<file path="config.mk">
export PLATFORM = sky130hd
export DESIGN_NAME = calc_entry_ctrl
export DESIGN_NICKNAME = d
export VERILOG_FILES = /design/src/rtl/calc_pkg.sv /design/src/rtl/bcd_shift_reg.sv /design/src/rtl/calc_entry_ctrl.sv
export SDC_FILE = /design/constraint.sdc
export NUM_CORES = 1
export LEC_CHECK = 0
export ABC_AREA = 1
export CORE_MARGIN = 2
export CORE_UTILIZATION = 49
export CTS_CLUSTER_DIAMETER = 80
export DETAILED_ROUTE_END_ITERATION = 8
export PLACE_DENSITY = 0.78
export SLEW_MARGIN = 15
export SYNTH_ARGS = -nofsm -noshare
export SYNTH_HDL_FRONTEND = slang
export SYNTH_SLANG_ARGS = --single-unit
</file>
<file path="constraint.sdc">
create_clock -name clk -period 1.7 [get_ports clk]
set_input_delay 0.34 -clock clk [delete_from_list [all_inputs] [get_ports clk]]
set_output_delay 0.34 -clock clk [all_outputs]
set_load 0.02 [all_outputs]
</file>
<file path="src/rtl/calc_pkg.sv">
// Shared definitions for the calculator key-entry path: key codes, FSM states
// and the default operand length.
package calc_pkg;

    localparam int DIGITS_DEF = 3;

    localparam logic [3:0] KEY_ADD = 4'ha;
    localparam logic [3:0] KEY_SUB = 4'hb;
    localparam logic [3:0] KEY_MUL = 4'hc;
    localparam logic [3:0] KEY_DIV = 4'hd;
    localparam logic [3:0] KEY_EQ  = 4'he;
    localparam logic [3:0] KEY_CLR = 4'hf;

    typedef enum logic [2:0] {
        ST_OP1,
        ST_OP2,
        ST_EVAL,
        ST_WAIT,
        ST_DONE
    } state_t;

    function automatic logic is_digit(input logic [3:0] k);
        return k <= 4'd9;
    endfunction

    function automatic logic is_op(input logic [3:0] k);
        return (k >= KEY_ADD) && (k <= KEY_DIV);
    endfunction

endpackage

</file>
<file path="src/rtl/bcd_shift_reg.sv">
// One BCD operand: shifts digits in from the least significant end and
// saturates once DIGITS digits are held.
module bcd_shift_reg
    import calc_pkg::*;
#(
    parameter int DIGITS = DIGITS_DEF
) (
    input  logic                         clk,
    input  logic                         rst,
    input  logic                         clr,
    input  logic                         load,
    input  logic [3:0]                   digit,
    output logic [4*DIGITS-1:0]          value,
    output logic [$clog2(DIGITS+1)-1:0]  cnt,
    output logic                         zero
);

    localparam int CNT_W = $clog2(DIGITS + 1);

    // clr together with load restarts the operand with this digit as its first
    always_ff @(posedge clk) begin
        if (rst) begin
            value <= '0;
            cnt   <= '0;
        end else if (clr) begin
            if (load) begin
                value <= {{(4*DIGITS-4){1'b0}}, digit};
                cnt   <= CNT_W'(1);
            end else begin
                value <= '0;
                cnt   <= '0;
            end
        end else if (load && (cnt < CNT_W'(DIGITS))) begin
            value <= {value[4*DIGITS-5:0], digit};
            cnt   <= cnt + CNT_W'(1);
        end
    end

    assign zero = (value == '0);

endmodule

</file>
<file path="src/rtl/calc_entry_ctrl.sv">
// Key-entry sequencer: builds two BCD operands and an operator from key codes,
// strobes the arithmetic block on '=' and flags the result after EVAL_LAT clocks.
module calc_entry_ctrl
    import calc_pkg::*;
#(
    parameter int DIGITS   = DIGITS_DEF,
    parameter int EVAL_LAT = 1
) (
    input  logic                clk,
    input  logic                rst,
    input  logic [3:0]          key_code,
    input  logic                key_valid,
    output logic [4*DIGITS-1:0] num_reg1,
    output logic [4*DIGITS-1:0] num_reg2,
    output logic [3:0]          sym,
    output logic                eval_flag,
    output logic                busy,
    output logic                done,
    output logic                err,
    output logic                entry_sel
);

    localparam int CNT_W = $clog2(DIGITS + 1);
    localparam int LAT_W = (EVAL_LAT > 1) ? $clog2(EVAL_LAT) : 1;

    state_t             state, state_n;
    logic [LAT_W-1:0]   lat_cnt, lat_n;
    logic [3:0]         sym_n;
    logic               eval_n, busy_n, done_n, err_n, entry_n;
    logic               clr_ops, ld1, ld2, wipe;
    logic [CNT_W-1:0]   cnt1, cnt2;
    logic               zero1, zero2;

    bcd_shift_reg #(.DIGITS(DIGITS)) u_op1 (
        .clk   (clk),
        .rst   (rst),
        .clr   (clr_ops),
        .load  (ld1),
        .digit (key_code),
        .value (num_reg1),
        .cnt   (cnt1),
        .zero  (zero1)
    );

    bcd_shift_reg #(.DIGITS(DIGITS)) u_op2 (
        .clk   (clk),
        .rst   (rst),
        .clr   (clr_ops),
        .load  (ld2),
        .digit (key_code),
        .value (num_reg2),
        .cnt   (cnt2),
        .zero  (zero2)
    );

    // operand-1 status is not needed by the sequencer
    logic unused_op1;
    assign unused_op1 = ^{cnt1, zero1};

    always_comb begin
        state_n = state;
        lat_n   = lat_cnt;
        sym_n   = sym;
        eval_n  = 1'b0;
        busy_n  = busy;
        done_n  = done;
        err_n   = err;
        entry_n = entry_sel;
        clr_ops = 1'b0;
        ld1     = 1'b0;
        ld2     = 1'b0;
        wipe    = 1'b0;
        unique case (state)
            ST_OP1: if (key_valid) begin
                if (is_digit(key_code)) begin
                    ld1 = 1'b1;
                end else if (is_op(key_code)) begin
                    sym_n   = key_code;
                    entry_n = 1'b1;
                    state_n = ST_OP2;
                end else if (key_code == KEY_CLR) begin
                    wipe = 1'b1;
                end
            end
            ST_OP2: if (key_valid) begin
                if (is_digit(key_code)) begin
                    ld2 = 1'b1;
                end else if (is_op(key_code)) begin
                    if (cnt2 == '0) sym_n = key_code;
                end else if (key_code == KEY_EQ) begin
                    if (cnt2 != '0) begin
                        if ((sym == KEY_DIV) && zero2) begin
                            err_n   = 1'b1;
                            state_n = ST_DONE;
                        end else begin
                            eval_n  = 1'b1;
                            busy_n  = 1'b1;
                            state_n = ST_EVAL;
                        end
                    end
                end else begin
                    wipe = 1'b1;
                end
            end
            ST_EVAL: begin
                lat_n   = LAT_W'(EVAL_LAT - 1);
                state_n = ST_WAIT;
            end
            ST_WAIT: begin
                if (lat_cnt == '0) begin
                    done_n  = 1'b1;
                    busy_n  = 1'b0;
                    state_n = ST_DONE;
                end else begin
                    lat_n = lat_cnt - LAT_W'(1);
                end
            end
            ST_DONE: if (key_valid) begin
                if (is_digit(key_code)) begin
                    wipe = 1'b1;
                    ld1  = 1'b1;
                end else if (is_op(key_code)) begin
                    clr_ops = 1'b1;
                    sym_n   = key_code;
                    done_n  = 1'b0;
                    err_n   = 1'b0;
                    entry_n = 1'b1;
                    state_n = ST_OP2;
                end else if (key_code == KEY_CLR) begin
                    wipe = 1'b1;
                end
            end
            default: state_n = ST_OP1;
        endcase
        if (wipe) begin
            clr_ops = 1'b1;
            sym_n   = '0;
            done_n  = 1'b0;
            err_n   = 1'b0;
            entry_n = 1'b0;
            busy_n  = 1'b0;
            state_n = ST_OP1;
        end
    end

    always_ff @(posedge clk) begin
        if (rst) begin
            state     <= ST_OP1;
            lat_cnt   <= '0;
            sym       <= '0;
            eval_flag <= 1'b0;
            busy      <= 1'b0;
            done      <= 1'b0;
            err       <= 1'b0;
            entry_sel <= 1'b0;
        end else begin
            state     <= state_n;
            lat_cnt   <= lat_n;
            sym       <= sym_n;
            eval_flag <= eval_n;
            busy      <= busy_n;
            done      <= done_n;
            err       <= err_n;
            entry_sel <= entry_n;
        end
    end

endmodule

</file>
* After elaboration in Yosys (flattened, before gate mapping)
Index checks and enable logic that the tools add are counted.
** Cells by class
- Reduce and logical (&&, ||, !) cells :: 24
- Equality and inequality tests :: 23
- Magnitude comparators :: 5
- Bitwise operators :: 5
- Add/subtract/negate cells :: 3
- Muxes and demuxes :: 74
** Operators with widths (number)
- 12-bit two-way mux :: 4
- 1-bit two-way mux :: 40
- 4-bit two-way mux :: 9
- 3-bit two-way mux :: 10
- 2-bit != test (second input constant) :: 14
- 8-bit AND reduction :: 2
- 2-bit nonzero test :: 8
- 4-bit equality test (second input constant) :: 3
- 12-bit zero test :: 1
- 3-bit one-hot mux with 4 select lines :: 1
- 10-bit AND reduction :: 1
- 9-bit AND reduction :: 1
- 4-bit <= comparator (second input constant) :: 2
- 2-bit two-way mux :: 4
- 1-bit one-hot mux with 2 select lines :: 4
- 4-bit one-hot mux with 2 select lines :: 1
- 7-bit OR reduction :: 1
- 3-bit by 2-bit equality test with 1-bit output (second input constant) :: 2
- 1-bit inverter :: 5
- 5-bit AND reduction :: 1
- 2-bit by 1-bit adder with 2-bit output (second input constant) :: 2
- 4-bit greater-or-equal comparator (second input constant) :: 1
- 1-bit logical AND :: 4
- 2-bit < comparator (second input constant) :: 2
- 9 further kinds :: 11
** Storage, ports and cells
- Output and inout bits :: 33
- Word-level logic and storage cells :: 146
- Bits of input ports :: 7
- Register bits after elaboration :: 41

* Depth between registers and ports, before layout
- Depth after elaboration :: 9
- Mapped depth :: 10
- Mapped depth without buffers :: 10

* Hierarchy
From an unflattened synthesis, not the netlist that was laid out.
** Unflattened totals
- Cells, all modules :: 259
- Area total of the unflattened synthesis :: 1845.5 µm²
** By module, submodules not included
- bcd_shift_reg :: instances 2, area an instance 559.3 µm², cells each 74
- calc_entry_ctrl :: instances 1, area an instance 726.9 µm², cells each 111

* Worst setup path after synthesis
Ideal clock, no wire load.
- Path type :: reg2reg
- Start point :: register state[1]
- End point :: register done
- Cell stages (with the launch flop) :: 8
- Clock period less this slack :: 1.367 ns
- Setup time :: 0.122 ns
- Slack :: 0.333 ns
- Data arrival time :: 1.245 ns
- Cell sequence :: dfxtp_1 nor2_1 nand2_1 o21ai_1 nand2_2 nand3_1 buf_2 o22ai_1
** Between the ends
- Word-level cells in the longest chain between the ends :: 3
- Elaborated cells between the ends (all ways) :: 13
- Those cells by class :: 7 x eq/ne; 2 x mux; 4 x reduce/logical
** RTL lines
- start: declaration :: RTL line calc_entry_ctrl.sv:26 : state_t state, state_n;
- start signal: assignment :: RTL line calc_entry_ctrl.sv:157 : state <= state_n;
- 3-bit equality test (tied with other cells) :: RTL line calc_entry_ctrl.sv:73 : unique case (state)
- 2-bit != test (no source line) (tied with other cells)
- 5-bit AND reduction (no source line) / 2-bit OR reduction (equally long branches)
- end signal: assignment :: RTL line calc_entry_ctrl.sv:162 : done <= done_n;
- end: declaration :: RTL line calc_entry_ctrl.sv:18 : output logic done,
Several ways; a longest one is shown, not always the timed one.
A chain may end at the register's enable or synchronous reset.

* Worst setup path in the final report
- Start point :: register u_op1.value[5]
- End point :: output port num_reg1[5]
** RTL lines
- start: declaration :: RTL line bcd_shift_reg.sv:13 : output logic [4*DIGITS-1:0] value,
- start signal: assignment :: RTL line bcd_shift_reg.sv:27 : value <= {{(4*DIGITS-4){1'b0}}, digit};
- start signal: assignment :: RTL line bcd_shift_reg.sv:34 : value <= {value[4*DIGITS-5:0], digit};
- end: declaration :: RTL line calc_entry_ctrl.sv:13 : output logic [4*DIGITS-1:0] num_reg1,
No word-level cell between the ends.

==> results.cfg <==
[synth]
yosys_most_used_dff = dfxtp_1
ys_ff_latch = 40
yosysSeqAreaShare_pct = 44.8
syn_avg_cell_area_um2 = 7.17
syn-num-nets = 259
ys_types = 25
async_flop_share_pct = 0
ys_warn_count = 0
synth_cells = 249
synth_area_um2 = 1790
synth_edf_count = 0

[drt]
drc = 0
drtIter0Drc = 91
num_vias = 1833
routed_wl_mm = 4.28
viasPerCell = 5.06
first_pass_iters = 4
wire_per_inst_um = 11.8
ant_nets = 0

[worst_setup_path]
worstSetupEndpointType = primary output
critPathMaxFanout = 3
startpoint = u_op1.value[5]$_SDFFE_PP0P_
worst_path_largest_cell_delay_ns = 0.61
timing.rr.start = state[0]$_SDFFE_PP0P_
start_kind = register
path_cells = clkdlybuf4s50_1
cp.arrival_ns = 1.32
critical-path-top-delay-family = buffers and inverters
cp.required_ns = 1.36
cp_num_buf_inv = 1
crit_type = reg -> out
slowest_stage = clkdlybuf4s50_1

[place]
dpl.hpwl_mm = 3.14
port_buffers = 39
gp_congestion = 0.900

[sta]
slew_headroom_pct = 80.1
whs_ns = 0.454
rsz0062_at_grt = no
max_clock_freq_mhz = 602
tns_ns = 0
clock_skew_ns = 0.00296
finalCritPeriodShare_pct = 97.8
setup_viol = 0
worst_slew_pin_slew_ns = 0.298
hold_viol_final = 0
drv_slew = 0
post-route-min-period_ns = 1.66

[cells_and_area]
final_nets = 325
fill_cells = 274
area_growth_pct = 40.1
layout_common_cells = nand2_1, dfxtp_1, a21oi_1
drive_gt1_share_pct = 17.1
antennaDiodeCount = 0
final_common_cell = nand2_1

[power]
power_density_nw_per_um2 = 1110
p_leak_nw = 1.27
ir_drop_v = 0.000722

[global_route]
grt_use_total_pct = 21.0
antenna_found_initial = 0
grt_pass1_vias = 1537
grt_start_max_net_pins = 14
overflow = 0
grt_pass1_wl_mm = 6.81

[clocking]
cts_buffers = 5
h-tree-depth = 2
ctsHoldBuffers = 0
cts_num_sinks = 40
cts-root-buf = clkbuf_4
cts_tree = built
path_clk_slew_ns = 0.12
clockBufferDepth = 2
clk_latency_ns = 0.35

[floorplanning]
die-area_um2 = 4140
ioPinCount = 40
num_rows = 21
die_y_um = 64.4
start_util_pct = 52.3
die_w_um = 64.4
fp.coreArea_um2 = 3420

[outcome]
status = completed

[run]
cap_violations = 0

[worst_hold_path]
hold_class = reg -> reg
hp-start = busy$_SDFFE_PP0P_
[stage by stage]
step	total power, mW	cells	setup slack (ns)	instance area, µm²	util (%)
floorplan	1.87	249	0.333	1790	-
global placement	2.23	353	-0.263	2380	69.8
detailed placement	2.24	353	-0.296	2380	69.8
CTS	2.75	361	0.00293	2440	71.3
global route	2.95	362	0.00296	2500	73.2
finish	2.77	362	0.0376	2500	73.2
[logic make-up (layout without fill, tap and decap cells)]
| family | after synthesis | in the layout | share of synthesized area [%] |
|---|---|---|---|
| buf+inv | 26 | 93 | 6.17 |
| compound gates | 43 | 43 | 12.3 |
| flops | 40 | 40 | 44.8 |
| simple gates | 137 | 137 | 34.5 |
| fa+ha+maj | 3 | 3 | 2.10 |
[what timing repair did]
action | 4_1_cts | 5_1_grt
buffers inserted | 0 | 1
setup endpoints to repair | 8 | 51
gates resized for setup | 8 | 22
gates cloned | 0 | 0
pin swaps | 0 | 1
[path summary, 6_finish.rpt]
check        depth (start not counted)                     endpoint  slack (ns)
max reg2reg                          7  u_op2.value[5]$_SDFFE_PP0P_        0.12
min                                  2            busy$_SDFFE_PP0P_        0.45
max                                  1                  num_reg1[5]        0.04
min reg2reg                          2            busy$_SDFFE_PP0P_        0.45
[flip-flops by register name, summed over array words and instances, names as in the netlist]
| signal | count |
|---|---|
| done | 1 |
| sym | 4 |
| state | 3 |
| err | 1 |
| eval_flag | 1 |
| entry_sel | 1 |
| u_op2.cnt | 2 |
| u_op1.cnt | 2 |
| u_op2.value | 12 |
| busy | 1 |
| u_op1.value | 12 |
[final cells by class]
type | count | area, µm² | share of cell area (%)
Multi-Input combinational cell | 183 | 885 | 35.4
Timing Repair Buffer | 64 | 614 | 24.6
Inverter | 21 | 80.1 | 3.20
Tap cell | 46 | 57.6 | 2.30
Clock buffer | 7 | 55.1 | 2.20
Sequential cell | 40 | 802 | 32.1
Clock inverter | 1 | 7.51 | 0.300
[power by group]
part           leakage (nW)  switching, mW  internal [mW]
clock                0.0315          0.312          0.203
sequential            0.324          0.115           1.05
combinational         0.915          0.650          0.434
[synth_stat cells, types with 2 or more instances]
library cell   n  share of area, %
nand3b_1       2              0.84
nor2_2         2              0.70
nor3_4         2               1.8
nand4_1        2              0.70
inv_1         13               2.7
o22ai_1        2              0.70
dfxtp_1       40                45
a31oi_1        2              0.70
nand3_1       17               4.8
ha_1           3               2.1
nand2_2        4               1.4
nand2_1       79                17
o21ai_1        4               1.1
buf_2          3              0.84
nor2_1        25               5.3
inv_2          6               1.3
a21oi_1       35               9.8
[routing by layer]
| metal | wire length, µm | vias up | global-route usage, % | share of wire (%) |
|---|---|---|---|---|
| met5 | 0 | - | 0 | 0 |
| met4 | 77 | 0 | 9.57 | 1.8 |
| met3 | 176 | 8 | 4.58 | 4.1 |
| li1 | - | 943 | - | - |
| met1 | 2090 | 836 | 27.9 | 49 |
| met2 | 1940 | 46 | 32.4 | 45 |
Note: power is estimated with default switching activity, not from simulation.
